**src/rtl/icache_pkg.sv**
```systemverilog
// icache_pkg: shared I-cache definitions.
//   WORDS_PER_LINE / DATA_W / ADDR_W : default line geometry
//   OFF_W / LINE_W                   : word-offset width and line width in bits
//   lfb_state_t                      : line fill buffer FSM states
//   lfb_line_base()                  : clears the byte/word offset bits of an address
package icache_pkg;

  localparam int WORDS_PER_LINE = 4;
  localparam int DATA_W         = 32;
  localparam int ADDR_W         = 32;
  localparam int OFF_W          = $clog2(WORDS_PER_LINE);
  localparam int LINE_W         = WORDS_PER_LINE * DATA_W;

  typedef enum logic [1:0] {
    LFB_IDLE  = 2'd0,
    LFB_FILL  = 2'd1,
    LFB_WRITE = 2'd2
  } lfb_state_t;

  // Line base: byte offset (2 bits) plus word offset (OFF_W bits) forced to zero.
  function automatic logic [ADDR_W-1:0] lfb_line_base(input logic [ADDR_W-1:0] addr);
    logic [ADDR_W-1:0] mask;
    mask = {ADDR_W{1'b1}} << (OFF_W + 2);
    return addr & mask;
  endfunction

endpackage

```
**src/rtl/line_fill_buffer.sv**
```systemverilog
// line_fill_buffer: gathers one wrapping burst into a full I-cache line.
//   miss_valid/miss_addr/miss_ready : fill request from the fetch path (accepted in IDLE)
//   beat_valid/read_addr/read_data  : returned burst beats
//   crit_valid/crit_data            : one-cycle pulse carrying the missed word
//   fill_valid/fill_ready           : completed line handshake to the array
//   fill_addr/fill_data             : line-aligned address and line data (word i at [i*DATA_W +: DATA_W])
//   busy                            : FSM not in IDLE
module line_fill_buffer #(
  parameter int WORDS_PER_LINE = icache_pkg::WORDS_PER_LINE,
  parameter int DATA_W         = icache_pkg::DATA_W,
  parameter int ADDR_W         = icache_pkg::ADDR_W
) (
  input  logic                       clk,
  input  logic                       rstn,
  input  logic                       miss_valid,
  input  logic [ADDR_W-1:0]          miss_addr,
  output logic                       miss_ready,
  input  logic                       beat_valid,
  input  logic [ADDR_W-1:0]          read_addr,
  input  logic [DATA_W-1:0]          read_data,
  output logic                       crit_valid,
  output logic [DATA_W-1:0]          crit_data,
  output logic                       fill_valid,
  input  logic                       fill_ready,
  output logic [ADDR_W-1:0]          fill_addr,
  output logic [WORDS_PER_LINE*DATA_W-1:0] fill_data,
  output logic                       busy
);

  import icache_pkg::lfb_state_t;
  import icache_pkg::LFB_IDLE;
  import icache_pkg::LFB_FILL;
  import icache_pkg::LFB_WRITE;
  import icache_pkg::lfb_line_base;

  localparam int OFF_W = $clog2(WORDS_PER_LINE);

  lfb_state_t                state_q, state_d;
  logic [ADDR_W-1:0]         base_q, base_d;
  logic [OFF_W-1:0]          crit_off_q, crit_off_d;
  logic [WORDS_PER_LINE-1:0] mask_q, mask_d;
  logic [DATA_W-1:0]         words_q [WORDS_PER_LINE];
  logic [DATA_W-1:0]         words_d [WORDS_PER_LINE];
  logic                      crit_valid_q, crit_valid_d;
  logic [DATA_W-1:0]         crit_data_q, crit_data_d;
  logic                      fill_valid_q, fill_valid_d;

  logic                      beat_hit_s;
  logic [OFF_W-1:0]          beat_slot_s;

  // Beat qualification: only beats of the line being filled, and only in FILL.
  always_comb begin
    beat_slot_s = read_addr[OFF_W+1:2];
    beat_hit_s  = (state_q == LFB_FILL) && beat_valid &&
                  (lfb_line_base(read_addr) == base_q);
  end

  // Next-state, storage update and registered-output next values.
  always_comb begin
    state_d      = state_q;
    base_d       = base_q;
    crit_off_d   = crit_off_q;
    mask_d       = mask_q;
    words_d      = words_q;
    crit_valid_d = 1'b0;
    crit_data_d  = crit_data_q;
    case (state_q)
      LFB_IDLE: begin
        if (miss_valid) begin
          base_d     = lfb_line_base(miss_addr);
          crit_off_d = miss_addr[OFF_W+1:2];
          mask_d     = '0;
          state_d    = LFB_FILL;
        end else begin
          state_d    = LFB_IDLE;
        end
      end
      LFB_FILL: begin
        if (beat_hit_s) begin
          words_d[beat_slot_s] = read_data;
          mask_d[beat_slot_s]  = 1'b1;
          // Only the first arrival of the missed word is forwarded.
          if ((beat_slot_s == crit_off_q) && !mask_q[beat_slot_s]) begin
            crit_valid_d = 1'b1;
            crit_data_d  = read_data;
          end else begin
            crit_valid_d = 1'b0;
          end
          if (&mask_d) begin
            state_d = LFB_WRITE;
          end else begin
            state_d = LFB_FILL;
          end
        end else begin
          state_d = LFB_FILL;
        end
      end
      LFB_WRITE: begin
        if (fill_valid_q && fill_ready) begin
          state_d = LFB_IDLE;
        end else begin
          state_d = LFB_WRITE;
        end
      end
      default: begin
        state_d = LFB_IDLE;
      end
    endcase
    // fill_valid is a flop that tracks the WRITE state one-for-one.
    fill_valid_d = (state_d == LFB_WRITE);
  end

  // State and storage registers.
  always_ff @(posedge clk or negedge rstn) begin
    if (!rstn) begin
      state_q      <= LFB_IDLE;
      base_q       <= '0;
      crit_off_q   <= '0;
      mask_q       <= '0;
      crit_valid_q <= 1'b0;
      crit_data_q  <= '0;
      fill_valid_q <= 1'b0;
      for (int i = 0; i < WORDS_PER_LINE; i++) begin
        words_q[i] <= '0;
      end
    end else begin
      state_q      <= state_d;
      base_q       <= base_d;
      crit_off_q   <= crit_off_d;
      mask_q       <= mask_d;
      crit_valid_q <= crit_valid_d;
      crit_data_q  <= crit_data_d;
      fill_valid_q <= fill_valid_d;
      for (int i = 0; i < WORDS_PER_LINE; i++) begin
        words_q[i] <= words_d[i];
      end
    end
  end

  // Flatten the word array onto the line bus.
  always_comb begin
    fill_data = '0;
    for (int i = 0; i < WORDS_PER_LINE; i++) begin
      fill_data[i*DATA_W +: DATA_W] = words_q[i];
    end
  end

  assign miss_ready = (state_q == LFB_IDLE);
  assign busy       = (state_q != LFB_IDLE);
  assign crit_valid = crit_valid_q;
  assign crit_data  = crit_data_q;
  assign fill_valid = fill_valid_q;
  assign fill_addr  = base_q;

endmodule
```
**config.mk**
```make
export PLATFORM = sky130hd
export DESIGN_NAME = line_fill_buffer
export DESIGN_NICKNAME = d
export VERILOG_FILES = /design/src/rtl/icache_pkg.sv /design/src/rtl/line_fill_buffer.sv
export SDC_FILE = /design/constraint.sdc
export NUM_CORES = 1
export LEC_CHECK = 0
export ABC_AREA = 1
export ABC_CLOCK_PERIOD_IN_PS = 2350
export CAP_MARGIN = 10
export CORE_UTILIZATION = 46
export CTS_CLUSTER_SIZE = 20
export DETAILED_ROUTE_END_ITERATION = 10
export HOLD_SLACK_MARGIN = 0.1
export PLACE_DENSITY_LB_ADDON = 0.2
export SYNTH_ARGS = -nofsm -noshare
export SYNTH_HDL_FRONTEND = slang
export SYNTH_SLANG_ARGS = --single-unit
export TNS_END_PERCENT = 50
```
**constraint.sdc**
```tcl
create_clock -name clk -period 2.35 [get_ports clk]
set_clock_uncertainty 0.1 [all_clocks]
set_input_delay 0.47 -clock clk [delete_from_list [all_inputs] [get_ports clk]]
set_output_delay 0.47 -clock clk [all_outputs]
set_load 0.05 [all_outputs]
```
After elaboration in Yosys (flattened, before gate mapping)

Cells that the tools add are included.

Register bits after elaboration: 198
Bits of input ports: 101
Output and inout port bits: 196
Logic and storage cells: 57

Magnitude comparators: 4
Equality and inequality tests: 7
Muxes and demuxes: 18
Bitwise logic cells: 2
Reduce and logical (&&, ||, !) cells: 15

Operators with widths:

| cell                                                                         | number |
|---|---|
| 128-bit bitwise mux                                                          | 1 |
| 32-bit demux with 2-bit select                                               | 1 |
| 32-bit 2-to-1 mux                                                            | 1 |
| 28-bit equality test                                                         | 1 |
| 4-bit 2-to-1 mux                                                             | 2 |
| 4-bit case mux with 2 select lines                                           | 1 |
| 1-bit logical AND                                                            | 6 |
| 1-bit 2-to-1 mux                                                             | 6 |
| 2-bit 2-to-1 mux                                                             | 3 |
| 2-bit case mux with 3 select lines                                           | 1 |
| 3-bit AND reduction                                                          | 2 |
| 2-bit equality test, second input constant                                   | 2 |
| 2-bit inequality test, second input constant                                 | 2 |
| 4-bit OR                                                                     | 1 |
| 2-bit AND reduction                                                          | 2 |
| 4-bit AND reduction                                                          | 1 |
| 2-bit nonzero test                                                           | 2 |
| 3-bit >= comparator, second input constant                                   | 1 |
| 2-bit by 3-bit less-than comparator with 1-bit output, second input constant | 1 |
| 3-bit by 1-bit less-than comparator with 1-bit output, second input constant | 1 |
| 2-bit inverter with 3-bit output                                             | 1 |
| 1-bit binary-select mux with 2-bit select                                    | 1 |
| 1-bit demux with 2-bit select                                                | 1 |
| 2-bit by 1-bit equality test with 1-bit output, second input constant        | 1 |
| 4 further kinds                                                              | 4 |

Depth between registers and ports, before layout

Gate-level depths: netlist of run 1.

Word-level depth: 10
Depth in mapped cells: 13

Worst setup path after synthesis of run 1

No wires, ideal clock.

Path type: register to register
Start: register state_q[1]
End: register base_q[20], in the netlist fill_addr[20]
Setup time: 78 ps
Arrival time: 2118 ps
Data required time: 2172 ps
Slack: 55 ps
Stages on the path, launching flop included: 6
Buffers on the path: 2
Clock period less this slack: 2295 ps
Cell sequence: dfrtp_1 nor2_1 nand2_1 buf_2 clkbuf_1 a21oi_1

Longest elaborated chain between the ends: 2

RTL lines:

| what                          | line                    | source |
|---|---|---|
| from (decl)                   | line_fill_buffer.sv:38  | `lfb_state_t state_q, state_d;` |
| from (signal assigned)        | line_fill_buffer.sv:127 | `state_q <= state_d;` |
| 2-bit zero test               | -                       |  |
| named net miss_ready          | line_fill_buffer.sv:17  | `output logic miss_ready,` |
| 2-bit AND reduction (no line) | -                       |  |
| to (signal assigned)          | line_fill_buffer.sv:128 | `base_q <= base_d;` |
| to (decl)                     | line_fill_buffer.sv:39  | `logic [ADDR_W-1:0] base_q, base_d;` |

The timed path passes the listed nets, and every way through them passes these cells.
A chain may end at the register's enable or synchronous reset.

Worst setup path after layout of run 1

Start: register base_q[20], in the netlist fill_addr[20]
End: output port fill_addr[20]

RTL lines:

| what      | line                   | source |
|---|---|---|
| to (decl) | line_fill_buffer.sv:25 | `output logic [ADDR_W-1:0] fill_addr,` |

No word-level cell between the ends.

==> reports/metrics.cfg, run 1 <==
[yosys]
synth_top_area_share_pct = 56.08
synth_top_cells_by_area = dfrtp_1 (56%), nand2_1 (19%), nand3_1 (10%)
yosysTopAreaCell = dfrtp_1
syn-mean-instance-area_um2 = 8.288
ys_ff_latch = 198
ys_types = 27
synth_warnings = 0
ys_seq_area_share_pct = 56.08
syn_inst = 1066
synth_area_um2 = 8835

[global_route]
grt_pass1_wl_um = 41670
grt_pass1_vias = 8110
grt-ovfl-total = 0
grt_max_degree = 60
antenna_found_initial = 0
grt.total_usage_pct = 27.21

[cells_and_area]
diodes = 0
num-fill-cells = 1524
mostFrequentLayoutCell = nand2_1
drive_above_1_share_pct = 9.286
final_cell_area_um2 = 13000
layout_common_cells = nand2_1 (438), clkdlybuf4s50_1 (284), dfrtp_1 (198), nand3_1 (176), nor2_1 (72)
final_nets = 1488
final_core_utilization_pct = 69.25
areaGrowthSynthToFinish_pct = 47.10

[routing]
vias = 8236
routedWlPerCell_um = 15.98
via_per_inst = 5.040
dr.pass1.iters = 5
ant_nets = 0
drt_iter0_markers = 465
drc = 0
wl_um = 26110

[sta]
max_freq_mhz = 438.2
worst_slew_pin_slew_ns = 0.5719
slew_headroom_pct = 61.75
fin_setup_tns_ns = 0
rsz0062_at_grt = false
min_period_ns = 2.282
final.period_utilization_pct = 97.10
hold_violations = 0
setup_violations = 0
setup_ws_ns = 0.06815
drv_slew = 0

[floorplan]
floorplan.core_area_um2 = 18770
rows = 50
start_util_pct = 47.07
top_level_ports = 297
die_area_um2 = 19760
dieHeight_um = 140.6
die_w_um = 140.6

[clocking]
clk_path_buf_depth = 2
cts_tree = yes
cts_buffers = 17
path_clk_slew_ns = 0.07
cts_htree_levels = 4
root_buffer = clkbuf_16
clk_latency_ns = 0.43
cts.sinks = 198

[worst_setup_path]
critPathLaunchType = flop
cpLargestDelayFamily = buffers and inverters
crit_slowest_cell = clkdlybuf4s50_1
worst_path_largest_cell_delay_ns = 0.86
crit_required_ns = 1.78
end_kind = output pin
crit_fanout = 4
path_class = reg2out
path_buf_inv = 1
crit_arrival_ns = 1.71
worstPathCellList = clkdlybuf4s50_1

[placement]
pre_cts_slack_ns = -0.1347
io_buffers = 288
dpl.hpwl_um = 18800
globalplace.congestion = 0.8362
placed_cell_area_um2 = 12400

[pwr]
ir_drop_v = 0.0005706
power_mw = 9.080
p_per_area_nw_per_um2 = 698.7
leakagePower_nw = 6.671

[job]
drv_cap = 0

[status]
status = complete, no violations

[worst_hold_path]
hp-class = reg2reg

synthesized netlist by cell type:
cell	n
nand2_1	439
dfrtp_1	198
nand3_1	180
nor2_1	72
inv_1	52
buf_2	24
a21oi_1	19
clkbuf_1	16
mux2_2	12
buf_8	11
xnor2_1	11
inv_2	5
buf_4	4
nor2_2	4
xor2_1	4
o21ai_0	3
clkinv_1	2
and2_1	1
buf_1	1
clkbuf_2	1
conb_1	1
nand4_1	1
nor2_4	1
nor3_1	1
nor3_2	1
o21ai_1	1
or2_2	1
area by class of cell:
| class | instances | area (um2) | area share, % |
|---|---|---|---|
| multi-input combinational | 755 | 3324 | 25.58 |
| tap | 234 | 292.8 | 2.253 |
| clock inverter | 14 | 155.1 | 1.194 |
| sequential | 198 | 4955 | 38.12 |
| inverter | 59 | 221.5 | 1.704 |
| timing repair buffer | 356 | 3618 | 27.84 |
| clock buffer | 18 | 429.2 | 3.302 |
kinds of logic (layout without fill, tap and decap cells):
| logic type | count (synthesis) | in the layout | share of synthesized area (%) |
|---|---|---|---|
| AO/OA/AOI/OAI | 23 | 23 | 1.303 |
| XOR/XNOR | 15 | 15 | 1.487 |
| buffers and inverters | 116 | 447 | 6.855 |
| flip-flops | 198 | 198 | 56.08 |
| multiplexers | 12 | 12 | 1.530 |
| other | 1 | 4 | 0.04245 |
| AND/OR/NAND/NOR | 701 | 701 | 32.70 |
final timing paths:
path	startpoint	cells after the start	slack, ns	end
max in group asynchronous	rstn	3	1.04	crit_data[22]
max	fill_addr[20]	1	0.07	fill_addr[20]
min in group asynchronous	rstn	2	0.48	fill_data[91]
min	crit_data[23]	2	0.37	crit_data[23]
max reg2reg	fill_addr[26]	10	0.33	fill_data[101]
min reg2reg	crit_data[23]	2	0.37	crit_data[23]
per-layer routing:
metal / global-route usage (%) / routed length, um / vias to the layer above
met5: 0 / 0 / -
met3: 6.182 / 1733 / 45
li1: - / - / 3988
met2: 45.21 / 12470 / 315
met1: 34.86 / 11190 / 3888
met4: 10.41 / 720 / 0
through the flow:
step                      cells  hold WS, ns
final                      1634       0.3699
after global routing       1634       0.3861
after CTS                  1634       0.3747
after floorplan            1069      0.07441
after global placement     1601       0.3527
after detailed placement   1601       0.3572
where the power goes:
| group | internal (mW) | total (mW) | switching, mW |
|---|---|---|---|
| clock | 1.43 | 2.88 | 1.45 |
| sequential | 3.61 | 3.81 | 0.201 |
| combinational | 0.900 | 2.39 | 1.49 |
registers in the layout (all words and copies together) (netlist names):
name / count
fill_data: 128
fill_addr: 28
crit_off_q: 2
crit_data: 32
crit_valid: 1
fill_valid: 1
mask_q: 4
state_q: 2
timing repair:
action,in CTS,in global routing
setup endpoints to repair,1,0
endpoints found under the hold margin,53,0
resized for setup,1,0
buffers inserted,0,0
hold buffers,1,0
(Power assumes the default switching activity.)
==> inputs of run 2 (changes only) <==
--- a/config.mk
+++ b/config.mk
@@ -8,11 +8,12 @@
 export ABC_AREA = 1
 export ABC_CLOCK_PERIOD_IN_PS = 2350
 export CAP_MARGIN = 10
+export CORE_MARGIN = 3
 export CORE_UTILIZATION = 46
 export CTS_CLUSTER_SIZE = 20
 export DETAILED_ROUTE_END_ITERATION = 10
 export HOLD_SLACK_MARGIN = 0.1
-export PLACE_DENSITY_LB_ADDON = 0.2
+export PLACE_DENSITY = 0.83
 export SYNTH_ARGS = -nofsm -noshare
 export SYNTH_HDL_FRONTEND = slang
 export SYNTH_SLANG_ARGS = --single-unit
==> constraint.sdc (replaced) <==
create_clock -name clk -period 2.35 [get_ports clk]
set_clock_uncertainty 0.1 [all_clocks]
set_input_delay 0.3525 -clock clk [delete_from_list [all_inputs] [get_ports clk]]
set_output_delay 0.3525 -clock clk [all_outputs]
set_load 0.05 [all_outputs]
==> run 2 against run 1 <==
Net effect:
- clock-buffer cell count unchanged
- largest power group unchanged
- cell area down 1.9%
- flip-flop and latch count unchanged
- register-to-register slack worse by 0.12 ns
- critical path type unchanged
- combinational power down 2%
- highest routed layer unchanged
==> reports/metrics.cfg, run 2 (synthesis results as in run 1) <==
[sta]
final.period_utilization_pct = 93.92
setup_violations = 0
slew_headroom_pct = 61.46
hold_violations = 0
drv_slew = 0
min_period_ns = 2.207
rsz0062_at_grt = false
worst_slew_pin_slew_ns = 0.5764
max_freq_mhz = 453.1

[floorplan]
die_area_um2 = 20900
rows = 50
top_level_ports = 297
floorplan.core_area_um2 = 18770
die_w_um = 144.6
dieHeight_um = 144.6
start_util_pct = 47.07

[pwr]
ir_drop_v = 0.0005570
p_per_area_nw_per_um2 = 721.6
leakagePower_nw = 6.549

[cells_and_area]
largest_register_ff_count = 128
areaGrowthSynthToFinish_pct = 44.24
final_cells = 1605
drive_above_1_share_pct = 7.002
final_core_utilization_pct = 67.90
layout.area.seq_um2 = 4955
diodes = 0
mostFrequentLayoutCell = nand2_1
final_nets = 1459
multi_input_area_um2 = 3304
layout_common_cells = nand2_1 (438), clkdlybuf4s50_1 (285), dfrtp_1 (198), nand3_1 (180), nor2_1 (72)
num-fill-cells = 1512

[worst_setup_path]
worst_path_largest_cell_delay_ns = 0.87
startpoint = fill_addr[20]
crit_arrival_ns = 1.75
crit_fanout = 4
cpLargestDelayFamily = buffers and inverters
end_kind = output pin
worstPathCellList = clkdlybuf4s50_1
timing.rr.end = fill_data[63]
critPathLaunchType = flop
crit_slowest_cell = clkdlybuf4s50_1
path_buf_inv = 1
rr_startpoint = fill_addr[30]
crit_required_ns = 1.90
rrSetupSlack_ns = 0.21
path_class = reg2out
reg2reg_depth = 9

[clocking]
cts_tree = yes
cts_buffers = 17
clk_latency_ns = 0.43
cts_htree_levels = 4
cts.sinks = 198
clk_path_buf_depth = 2
root_buffer = clkbuf_16
path_clk_slew_ns = 0.08

[routing]
via_per_inst = 5.138
routedWlPerCell_um = 17.02
ant_nets = 0
drt_iter0_markers = 502
wl_um = 27310
vias = 8247
dr.pass1.iters = 5
drc = 0

[global_route]
antenna_found_initial = 0
grt_pass1_wl_um = 42930
grt_pass1_vias = 8223
grt-ovfl-total = 0
grt_max_degree = 62
grt.total_usage_pct = 26.37

[status]
status = complete, no violations

[placement]
dpl.hpwl_um = 19690
globalplace.congestion = 0.8460
io_buffers = 288
dp.cells = 1572

[job]
drv_cap = 0

[worst_hold_path]
hp-class = in2async

-- run 2: how the worst max path moves through the flow --
stage	endpoint	slack (ns)	depth (start not counted)
after global routing	fill_addr[20]	0.08	1
after global placement	crit_data[19]	0.03	10
final	fill_addr[20]	0.14	1
after floorplan	fill_addr[20]	0.05	5
after CTS	busy	0.02	3
after detailed placement	fill_data[22]	-0.07	10
-- run 2: repair_timing --
item	4_1_cts	5_1_grt
endpoints found under the hold margin	55	0
gates resized for setup	1	1
setup buffers	0	0
endpoints found under the setup margin	1	1
hold buffers	1	0
cloned	0	0
-- run 2: final cells by class --
type	count	share of cell area, %
Multi-Input combinational cell	755	25.93
Tap cell	234	2.297
Sequential cell	198	38.88
Clock inverter	14	1.355
Clock buffer	18	3.446
Inverter	59	1.738
Timing Repair Buffer	327	26.35
-- run 2: per-layer routing --
| metal | vias up | routed length [um] | global-route usage, % |
|---|---|---|---|
| met5 | - | 0 | 0 |
| met2 | 370 | 13480 | 44.53 |
| met3 | 59 | 2244 | 7.308 |
| met4 | 0 | 945 | 11.14 |
| met1 | 3883 | 10640 | 31.80 |
| li1 | 3935 | - | - |
-- run 2: power breakdown --
part	leakage [nW]	switching, mW	total, mW	internal (mW)
Sequential	2.67	0.211	3.82	3.61
Combinational	3.58	1.49	2.35	0.862
Clock	0.297	1.45	3.02	1.57
-- run 2: stage by stage --
step	power (mW)	TNS, ns	hold slack, ns	setup WS, ns	cell area [um2]
4_1_cts	9.249	0	0.3658	0.01919	12740
5_1_grt	9.607	0	0.3816	0.07582	12740
3_3_place_gp	6.187	0	0.2706	0.02746	12120
3_5_place_dp	6.232	-5.385	0.2693	-0.07478	12120
2_1_floorplan	5.220	0	-0.04309	0.05454	8846
6_report	9.196	0	0.3678	0.1428	12740
==> inputs of run 3 (changes only) <==
--- a/config.mk
+++ b/config.mk
@@ -12,8 +12,9 @@
 export CORE_UTILIZATION = 46
 export CTS_CLUSTER_SIZE = 20
 export DETAILED_ROUTE_END_ITERATION = 10
+export GPL_TIMING_DRIVEN = 0
 export HOLD_SLACK_MARGIN = 0.1
-export PLACE_DENSITY = 0.83
+export PLACE_DENSITY_LB_ADDON = 0.12
 export SYNTH_ARGS = -nofsm -noshare
 export SYNTH_HDL_FRONTEND = slang
 export SYNTH_SLANG_ARGS = --single-unit
==> run 3 against run 2 <==
Net effect:
- highest routed layer unchanged
- utilization down 0.59 points
- die area unchanged
- global-route usage about the same
- wire length hardly changed
- critical endpoint is now fill_data[126]
- total power decreased by 2.6%
- clock-buffer cell count is the same
==> reports/metrics.cfg, run 3 (synthesis results as in run 1) <==
[pwr]
swShare_pct = 33.94
leakagePower_nw = 6.492
comb_power_share_pct = 24.8
internal_power_mw = 5.916
p_per_area_nw_per_um2 = 708.9
ir_drop_v = 0.0005406
power_mw = 8.955
pwr-share-clk_pct = 32.6
switchingPower_mw = 3.039
p_seq_share_pct = 42.6

[routing]
routedWlPerCell_um = 16.82
wl_um = 27310
drc = 0
dr.pass1.iters = 7
ant_nets = 0
drt_iter0_markers = 508
via_per_inst = 5.037
vias = 8180

[floorplan]
floorplan.core_area_um2 = 18770
rows = 50
top_level_ports = 297
dieHeight_um = 144.6
die_area_um2 = 20900
start_util_pct = 47.07
die_w_um = 144.6

[worst_setup_path]
crit_top_cell = nand2_1
crit_arrival_ns = 2.44
path_class = reg2reg
worst_path_largest_cell_delay_ns = 0.41
path_buf_inv = 2
end_kind = flop
crit_fanout = 10
crit_required_ns = 2.56
cpLargestDelayFamily = simple AND/OR/NAND/NOR gates
crit_slowest_cell = dfrtp_1
worstPathCellList = xnor2_1, nand2_1, inv_1, nand3_1, nor2_2, nand3_1, buf_2, nand2_1, nand2_1
critPathLaunchType = flop

[global_route]
met1_usage_pct = 36.15
use_met3_pct = 6.911
grt_pass1_wl_um = 42590
grt.total_usage_pct = 26.33
grt-ovfl-total = 0
grt_max_degree = 101
busiest_layer = met2
grt_pass1_vias = 7835
antenna_found_initial = 0
met2_usage_pct = 42.65

[sta]
slew_headroom_pct = 48.70
worst_slew_pin_slew_ns = 0.7695
max_freq_mhz = 448.4
final.period_utilization_pct = 94.90
hold_violations = 0
min_period_ns = 2.230
drv_slew = 0
rsz0062_at_grt = true
setup_violations = 0

[clocking]
cts_setup_buffers = 0
cts_buffers = 17
path_clk_slew_ns = 0.08
clk_path_buf_depth = 2
clk_latency_ns = 0.43
cts_htree_levels = 4
cts.sinks = 198
cts_tree = yes
root_buffer = clkbuf_16

[cells_and_area]
mostFrequentLayoutCell = nand2_1
areaGrowthSynthToFinish_pct = 43.00
drive_above_1_share_pct = 7.050
diodes = 0
final_nets = 1478
layout_common_cells = nand2_1 (439), clkdlybuf4s50_1 (284), dfrtp_1 (198), nand3_1 (180), nor2_1 (72)
largest_register_ff_count = 128
final_core_utilization_pct = 67.31

[status]
status = complete, no violations

[job]
drv_cap = 0

[placement]
dpl.hpwl_um = 20260
globalplace.congestion = 0.7941
io_buffers = 287

[worst_hold_path]
hp-class = in2reg

## run 3: cell count changes in the layout (fill, tap and decap cells not counted), sizes merged
cell / change
clkbuf: +16
buf: +4
inv: -4
clkinv: +3
clkdlybuf4s50: -1
clkinvlp: +1
## run 3: tightest hold or removal path, stage by stage
cell and delay (ns):
clkbuf_2 0.15, nor2_2 0.11, nand3_1 0.09, nand2_1 0.05
## run 3: worst paths after layout
| check | endpoint | start | slack [ns] | depth (start not counted) |
|---|---|---|---|---|
| max | fill_data[126] | fill_addr[26] | 0.12 | 9 |
| min | fill_data[57] | read_addr[3] | 0.26 | 4 |
| max reg2reg | fill_data[126] | fill_addr[26] | 0.12 | 9 |
| min reg2reg | fill_data[58] | fill_data[58] | 0.37 | 2 |
| max in group asynchronous | crit_data[4] | rstn | 0.77 | 3 |
| min in group asynchronous | fill_data[71] | rstn | 0.43 | 2 |
## run 3: metal layers
metal	share of wire [%]	vias up	wire, um
li1	-	3977	-
met1	43	3900	11800
met2	48	280	13130
met3	7.7	23	2103
met4	1.0	0	273
met5	0	-	0
## run 3: power by group through the flow
stage	registers [mW]	clock network, mW	logic (mW)
finish	3.82	2.91	2.22
global route	3.85	3.10	2.40
CTS	3.81	2.95	2.23
detailed placement	3.88	0	2.22
global placement	3.87	0	2.20
floorplan	4.43	0	0.785
## run 3: timing repair
action	in CTS	in global routing
gates resized for setup	1	1
setup endpoints to repair	1	2
hold endpoints to repair	98	0
hold buffers	1	0
## run 3: area by class of cell
cell class / instances / area [um2]
tap: 234 / 292.8
clock buffer: 18 / 439.2
sequential: 198 / 4955
timing repair buffer: 289 / 2917
inverter: 59 / 221.5
clock inverter: 14 / 138.9
multi-input combinational: 755 / 3286
fill: 1587 / 6135
buffer: 57 / 384.1
## run 3: through the flow
stage / TNS (ns) / cell area, um2 / hold WS [ns] / instances / setup slack, ns
2_1_floorplan: 0 / 8846 / -0.04309 / 1069 / 0.05454
3_3_place_gp: -1534.97 / 12010 / 0.3522 / 1590 / -7.652
3_5_place_dp: -31.25 / 12040 / 0.3382 / 1591 / -0.2770
4_1_cts: 0 / 12630 / 0.2529 / 1624 / 0.03559
5_1_grt: -0.002153 / 12630 / 0.2946 / 1624 / -0.002153
6_report: 0 / 12630 / 0.2626 / 1624 / 0.1198
